`src/rtl/sprite_addr_cal.sv`:
```
// -----------------------------------------------------------------------------
// sprite_addr_cal
//
// Per-sprite pixel-address generator for the sprite display path. Each cycle
// it takes one sprite's pattern descriptor, its placement/attribute word and
// the current scan position. It reports whether that position lies inside the
// visible sprite and, if it does, the linear pixel index into the sprite ROM.
// The result is registered, so it appears one cycle after the inputs.
//
// Ports:
//   clk           system clock
//   reset         asynchronous, active-high reset (clears both outputs)
//   pattern_info  [79:64] base index, [63:48] width, [47:32] height,
//                 [31:16] row stride, [15:0] reserved
//   sprite_info   [31] visible, [30] horizontal flip, [29:20] x origin,
//                 [19:10] y origin, [9:0] reserved
//   hcount        current pixel column
//   vcount        current pixel row
//   addr_output   pixel index into the sprite ROM (0 when not a hit)
//   valid         current pixel belongs to this sprite
// -----------------------------------------------------------------------------
module sprite_addr_cal #(
  parameter int ADDR_W = 16,
  parameter int POS_W  = 10
) (
  input  logic                  clk,
  input  logic                  reset,
  input  logic [5*ADDR_W-1:0]   pattern_info,
  input  logic [31:0]           sprite_info,
  input  logic [POS_W-1:0]      hcount,
  input  logic [POS_W-1:0]      vcount,
  output logic [ADDR_W-1:0]     addr_output,
  output logic                  valid
);

  // One bit wider than the widest operand so origin + size can never wrap.
  localparam int CMP_W = ((ADDR_W > POS_W) ? ADDR_W : POS_W) + 1;

  logic [ADDR_W-1:0] w_base, w_width, w_height, w_stride;
  logic              w_visible, w_flip;
  logic [POS_W-1:0]  w_x, w_y;

  assign w_base    = pattern_info[4*ADDR_W +: ADDR_W];
  assign w_width   = pattern_info[3*ADDR_W +: ADDR_W];
  assign w_height  = pattern_info[2*ADDR_W +: ADDR_W];
  assign w_stride  = pattern_info[1*ADDR_W +: ADDR_W];
  assign w_visible = sprite_info[31];
  assign w_flip    = sprite_info[30];
  assign w_x       = sprite_info[20 +: POS_W];
  assign w_y       = sprite_info[10 +: POS_W];

  logic [CMP_W-1:0] w_h, w_v, w_x_ext, w_y_ext, w_x_end, w_y_end;
  logic [CMP_W-1:0] w_dx, w_dy;
  logic [31:0]      w_col, w_addr;
  logic             w_hit;

  // NOTE: purely combinational logic uses always_comb with every output
  // assigned on every path, so no latch can be inferred.
  always_comb begin
    w_h     = CMP_W'(hcount);
    w_v     = CMP_W'(vcount);
    w_x_ext = CMP_W'(w_x);
    w_y_ext = CMP_W'(w_y);
    w_x_end = w_x_ext + CMP_W'(w_width);
    w_y_end = w_y_ext + CMP_W'(w_height);

    // A zero width or height makes the half-open range empty, so no hit.
    w_hit = w_visible
          && (w_h >= w_x_ext) && (w_h < w_x_end)
          && (w_v >= w_y_ext) && (w_v < w_y_end);

    // Offsets are only meaningful on a hit; otherwise the address is masked.
    w_dx = w_h - w_x_ext;
    w_dy = w_v - w_y_ext;

    if (w_flip) begin
      w_col = 32'(w_width) - 32'd1 - 32'(w_dx);
    end else begin
      w_col = 32'(w_dx);
    end

    // Full-width arithmetic; the ROM index wraps modulo 2**ADDR_W on truncation.
    w_addr = 32'(w_base) + 32'(w_dy) * 32'(w_stride) + w_col;
  end

  logic [ADDR_W-1:0] r_addr;
  logic              r_valid;

  // NOTE: sequential state uses non-blocking assignments so every register
  // samples the values from before the edge.
  always_ff @(posedge clk or posedge reset) begin
    if (reset) begin
      r_addr  <= '0;
      r_valid <= 1'b0;
    end else begin
      r_valid <= w_hit;
      r_addr  <= w_hit ? w_addr[ADDR_W-1:0] : '0;
    end
  end

  assign addr_output = r_addr;
  assign valid       = r_valid;

  // Reserved descriptor fields and the high address bits are intentionally dropped.
  logic w_unused;
  assign w_unused = &{1'b0, pattern_info[ADDR_W-1:0], sprite_info[9:0],
                      w_addr[31:ADDR_W]};

endmodule

```
`config.mk`:
```
export PLATFORM = sky130hd
export DESIGN_NAME = sprite_addr_cal
export DESIGN_NICKNAME = d
export VERILOG_FILES = /design/src/rtl/sprite_addr_cal.sv
export SDC_FILE = /design/constraint.sdc
export NUM_CORES = 1
export LEC_CHECK = 0
export ABC_AREA = 1
export CAP_MARGIN = 20
export CORE_ASPECT_RATIO = 0.9
export CORE_MARGIN = 2
export CORE_UTILIZATION = 51
export CTS_CLUSTER_DIAMETER = 40
export DETAILED_ROUTE_END_ITERATION = 6
export PLACE_DENSITY = 0.92
export SYNTH_ARGS = -nofsm -noshare
export SYNTH_HDL_FRONTEND = slang
export SYNTH_SLANG_ARGS = --single-unit
```
`constraint.sdc`:
```
create_clock -name clk -period 0.8 [get_ports clk]
set_clock_uncertainty 0.2 [all_clocks]
set_input_delay 0.24 -clock clk [delete_from_list [all_inputs] [get_ports clk]]
set_output_delay 0.24 -clock clk [all_outputs]
set_load 0.02 [all_outputs]
```
==> results.txt, run 1 <==
Status - did not finish
Stopping stage - 5_1_grt
Stop Error - [ERROR GRT-0232] Routing congestion too high. Check the congestion heatmap in the GUI.
Avg Cell Area, Syn - 7.08 um2
TritonCTS Buffers - 3
Post-synth EDFFs - 0
Largest family of logic cells by synthesized area - adder cells
Simple-Gate Fraction of Synth Area - 22.8%
Post-Synth Adder-Cell Area - 43.2%
Synth unique cells - 49
Register bit total from synthesis - 17
Mux share of post-synthesis cell area - 0%
Fraction of registers with async set/reset - 100%
Clock sinks - 17
Post-DP HPWL - 25.6 mm
Gpl congestion - 1.00
Ys flop type - dfrtp_1
GRT Total Usage - 71.3%
WEP type - sequential cell input
Syn Inst Count - 1222
Worst_ep grt - addr_output[15]$_DFF_PP0_/D
Die Y - 128 um
IO buf count - 124
# rows - 45
CTS Hold Bufs - 0
Largest net degree at the start of global routing - 18
Initial Utilization - 51.8%
Die width - 141 um
CTS Root Cell - clkbuf_16
GRT overflow - 21
# placed instances - 1803
H-Tree Depth - 1
Area after DPL - 12400 um2
Yosys warns - 0
IO Pins - 151
Post-synthesis sequential area ratio - 4.91%
Xor and xnor area share after synthesis - 5.35%
Compound-gate portion of the synthesized area - 8.76%
Post-Syn Area - 8660 um2
Clock Path Buffers - 2
Net Count, Synth - 1588
[cell families after synthesis]
logic type,count (synthesis)
fa+ha+maj,232
simple gates,452
xor+xnor,52
compound gates,130
flops,17
buf+inv,339
[synth_stat cells, types with 3 or more instances]
cell type,number,area [um2]
a21o_1,4,30.0
a21oi_1,55,275
a31oi_1,5,31.3
clkbuf_1,9,33.8
dfrtp_1,17,425
fa_1,112,2240
ha_1,120,1500
inv_1,317,1190
inv_2,8,30.0
nand2_1,251,942
nand2_2,9,56.3
nand3_1,52,260
nand3_2,7,70.1
nand3b_1,3,22.5
nand4_1,16,100
nor2_1,77,289
nor2_2,13,81.3
nor3_1,12,60.1
o211ai_1,4,30.0
o21ai_0,30,150
o21ai_1,7,35.0
o21ai_2,3,26.3
o21bai_1,6,45.0
or2_2,4,25.0
xnor2_1,24,210
xor2_1,27,236
[per-stage QoR]
stage	setup TNS (ps)	setup WS, ps
CTS	-84700	-5830
global placement	-98440	-6410
detailed placement	-102290	-6750
floorplan	-73080	-5670
[what timing repair did]
action	in CTS
gates resized for setup	326
buffers inserted	43
pin swaps	138
endpoints found under the setup margin	34
gates cloned	1
[layer usage]
metal	GRT overflow	GRT usage, %
met4	12	75.8
met1	0	68.5
met3	1	56.5
met2	8	88.8
met5	0	22.4
==> run 2, diff against run 1 <==
- CORE_ASPECT_RATIO: 0.9 -> unset
- CORE_UTILIZATION: 51 -> 40
- CTS_CLUSTER_DIAMETER: 40 -> unset
- PLACE_DENSITY: 0.92 -> unset
- PLACE_DENSITY_LB_ADDON: unset -> 0.15
- clock period: 0.8 -> 1 ns (I/O delays scaled with it)
==> run 2 against run 1 <==
Effect of this change: the flow now finishes, with violations (setup timing); synthesized area unchanged; synthesized cell count unchanged.
==> results.txt, run 2 <==
Status - finished, violations left (was did not finish)
Failing checks - setup timing
Vias after detailed routing - 9227
Min-delay worst type - in -> async
1st-iter DRT viols - 350
Count leader, synth - inv_1 (unchanged)
Core Area - 21200 um2
# nets final - 2031
Slew Limit Fails - 0
Largest net degree at the start of global routing - 18
Clock transition at the registers of the reported paths - 60 ps
Worst Path Max Fanout - 6
Slowest CP cell - fa_1
CP Data Arrival Time - 6780 ps
DR vias/cell - 4.74
Post-route minimum period - 6830 ps
Post-synth EDFFs - 0 (unchanged)
Synth unique cells - 49 (unchanged)
Net Count, Synth - 1588 (unchanged)
Final Hold Fails - 0
Ys flop type - dfrtp_1 (unchanged)
Top Layer Used - met4
Top-area cell type share of the netlist area - 25.9% (unchanged)
IO buf count - 124 (unchanged)
Die ar. - 22800 um2
CP Capture Type - flip-flop
RSZ-0062 raised after global routing - true
Slowest stage delay, CP - 570 ps
Post-route ant nets - 0
Sequential Area - 425 um2
Largest register FFs - 16
First-pass GRT wire length - 44.0 mm
Share of layout cells above drive strength 1 - 40.0%
Met1 WL - 11.7 mm
Drt wl/cell - 14.5 um
Post-synthesis sequential area ratio - 4.91% (unchanged)
IO Pins - 151 (unchanged)
Commonest non-fill, non-tap cell in the layout - buf_4
GRT Total Usage - 24.3%
Fmax - 146 MHz
WL met2 - 14.0 mm
Max_slew headroom - 76.9%
Post-Syn Area - 8660 um2 (unchanged)
Final WS setup - -5830 ps
Most frequent cells in the layout - 293 x buf_4, 260 x inv_1, 219 x nand2_1
Gpl congestion - 0.955 (was 1.00)
Area leader, netlist - fa_1 (unchanged)
Synth-to-layout area growth - 64.8%
Non-filler instance count after layout - 1945
Syn Inst Count - 1222 (unchanged)
Critical path type - in -> reg
Critical Path RT - 950 ps
Die width - 151 um (was 141 um)
Clock sinks - 17 (unchanged)
Avg Cell Area, Syn - 7.08 um2 (unchanged)
Worst-Margin Slew - 343 ps
CTS Root Cell - clkbuf_16 (unchanged)
DR WL met3 - 1.16 mm
Max cap viols - 0
Vias in the first global route - 9543
# DRC - 0
Final Cycle Share - 683%
Initial Utilization - 40.9% (was 51.8%)
# placed instances - 1880 (was 1803)
CTS Hold Bufs - 0 (unchanged)
H-Tree Depth - 1 (unchanged)
Fraction of registers with async set/reset - 100% (unchanged)
Post-DP HPWL - 22.7 mm (was 25.6 mm)
Ranking of synthesized cells by area - fa_1 26%, ha_1 17%, inv_1 14% (unchanged)
Endpoints failing setup - 34
Initial antenna violation count - 5
Register bit total from synthesis - 17 (unchanged)
GRT overflow - 0
WL final - 28.1 mm
Clock Path Buffers - 2 (unchanged)
# rows - 53 (was 45)
Multi-input combinational cell area - 8280 um2
Crit path launch type - input port
Post-synth top cells - 317 x inv_1, 251 x nand2_1, 120 x ha_1, 112 x fa_1, 77 x nor2_1 (unchanged)
TritonCTS Buffers - 3 (unchanged)
Yosys warns - 0 (unchanged)
CTS tree - yes
Drt pass-1 iters - 5
Die Y - 151 um (was 128 um)
Filler cell count - 1746
==> run 2: critical path: cells and delay by family <==
family | cells | cell delay (ps)
buffers and inverters | 9 | 760
adder cells (fa/ha/maj) | 9 | 3570
AO/OA/AOI/OAI | 7 | 920
AND/OR/NAND/NOR | 15 | 1200
==> run 2: final timing paths <==
kind,start,to,depth (start not counted)
max,hcount[0],addr_output[15],40
min,reset,addr_output[4],3
max in group asynchronous,reset,addr_output[8],3
min in group clk,pattern_info[48],addr_output[0],7
==> run 2: what timing repair did <==
| action | 4_1_cts | 5_1_grt |
|---|---|---|
| endpoints found under the setup margin | 34 | 34 |
| pin swaps | 80 | 136 |
| hold endpoints to repair | 0 | 0 |
| gates resized for setup | 240 | 217 |
| setup buffers | 67 | 27 |
| cloned | 0 | 1 |
==> run 2: final cells by class <==
| cell class | count | share of cell area (%) |
|---|---|---|
| multi-input combinational | 866 | 58.1 |
| timing repair buffer | 451 | 27.1 |
| inverter | 326 | 8.77 |
| sequential | 17 | 2.98 |
| tap | 275 | 2.41 |
| clock buffer | 3 | 0.526 |
| antenna | 6 | 0.105 |
| clock inverter | 1 | 0.0351 |
==> run 2: per-layer routing <==
layer | vias to the layer above | track usage [%]
li1 | 4630 | -
met1 | 4321 | 29.6
met2 | 204 | 43.8
met3 | 72 | 3.37
met4 | 0 | 9.07
met5 | - | 0
==> run 2: kinds of logic (layout without fill, tap and decap cells) <==
group,Yosys count,count (layout),share of synthesized area (%)
and+or+nand+nor,452,452,22.8
AOI/OAI and AO/OA,130,130,8.76
DFF,17,17,4.91
adders and majority gates,232,232,43.2
xor gates and xnor gates,52,52,5.35
other,0,6,0
buffers and inverters,339,781,14.9
==> run 2: stage by stage <==
stage / hold slack, ps / area (um2) / setup slack (ps) / TNS, ps / util (%)
after floorplan: 26.1 / 8970 / -5530 / -69740 / -
after global placement: 423 / 12600 / -6510 / -94910 / 59.4
after detailed placement: 428 / 12600 / -6610 / -96050 / 59.4
after CTS: 160 / 13500 / -5730 / -99870 / 64.0
after global routing: 190 / 14300 / -6160 / -83320 / 67.4
final: 158 / 14300 / -5830 / -79650 / 67.4
Power of run 2 is not shown: default switching activity piles up to over one toggle a cycle in this logic, so the estimate is an artifact.
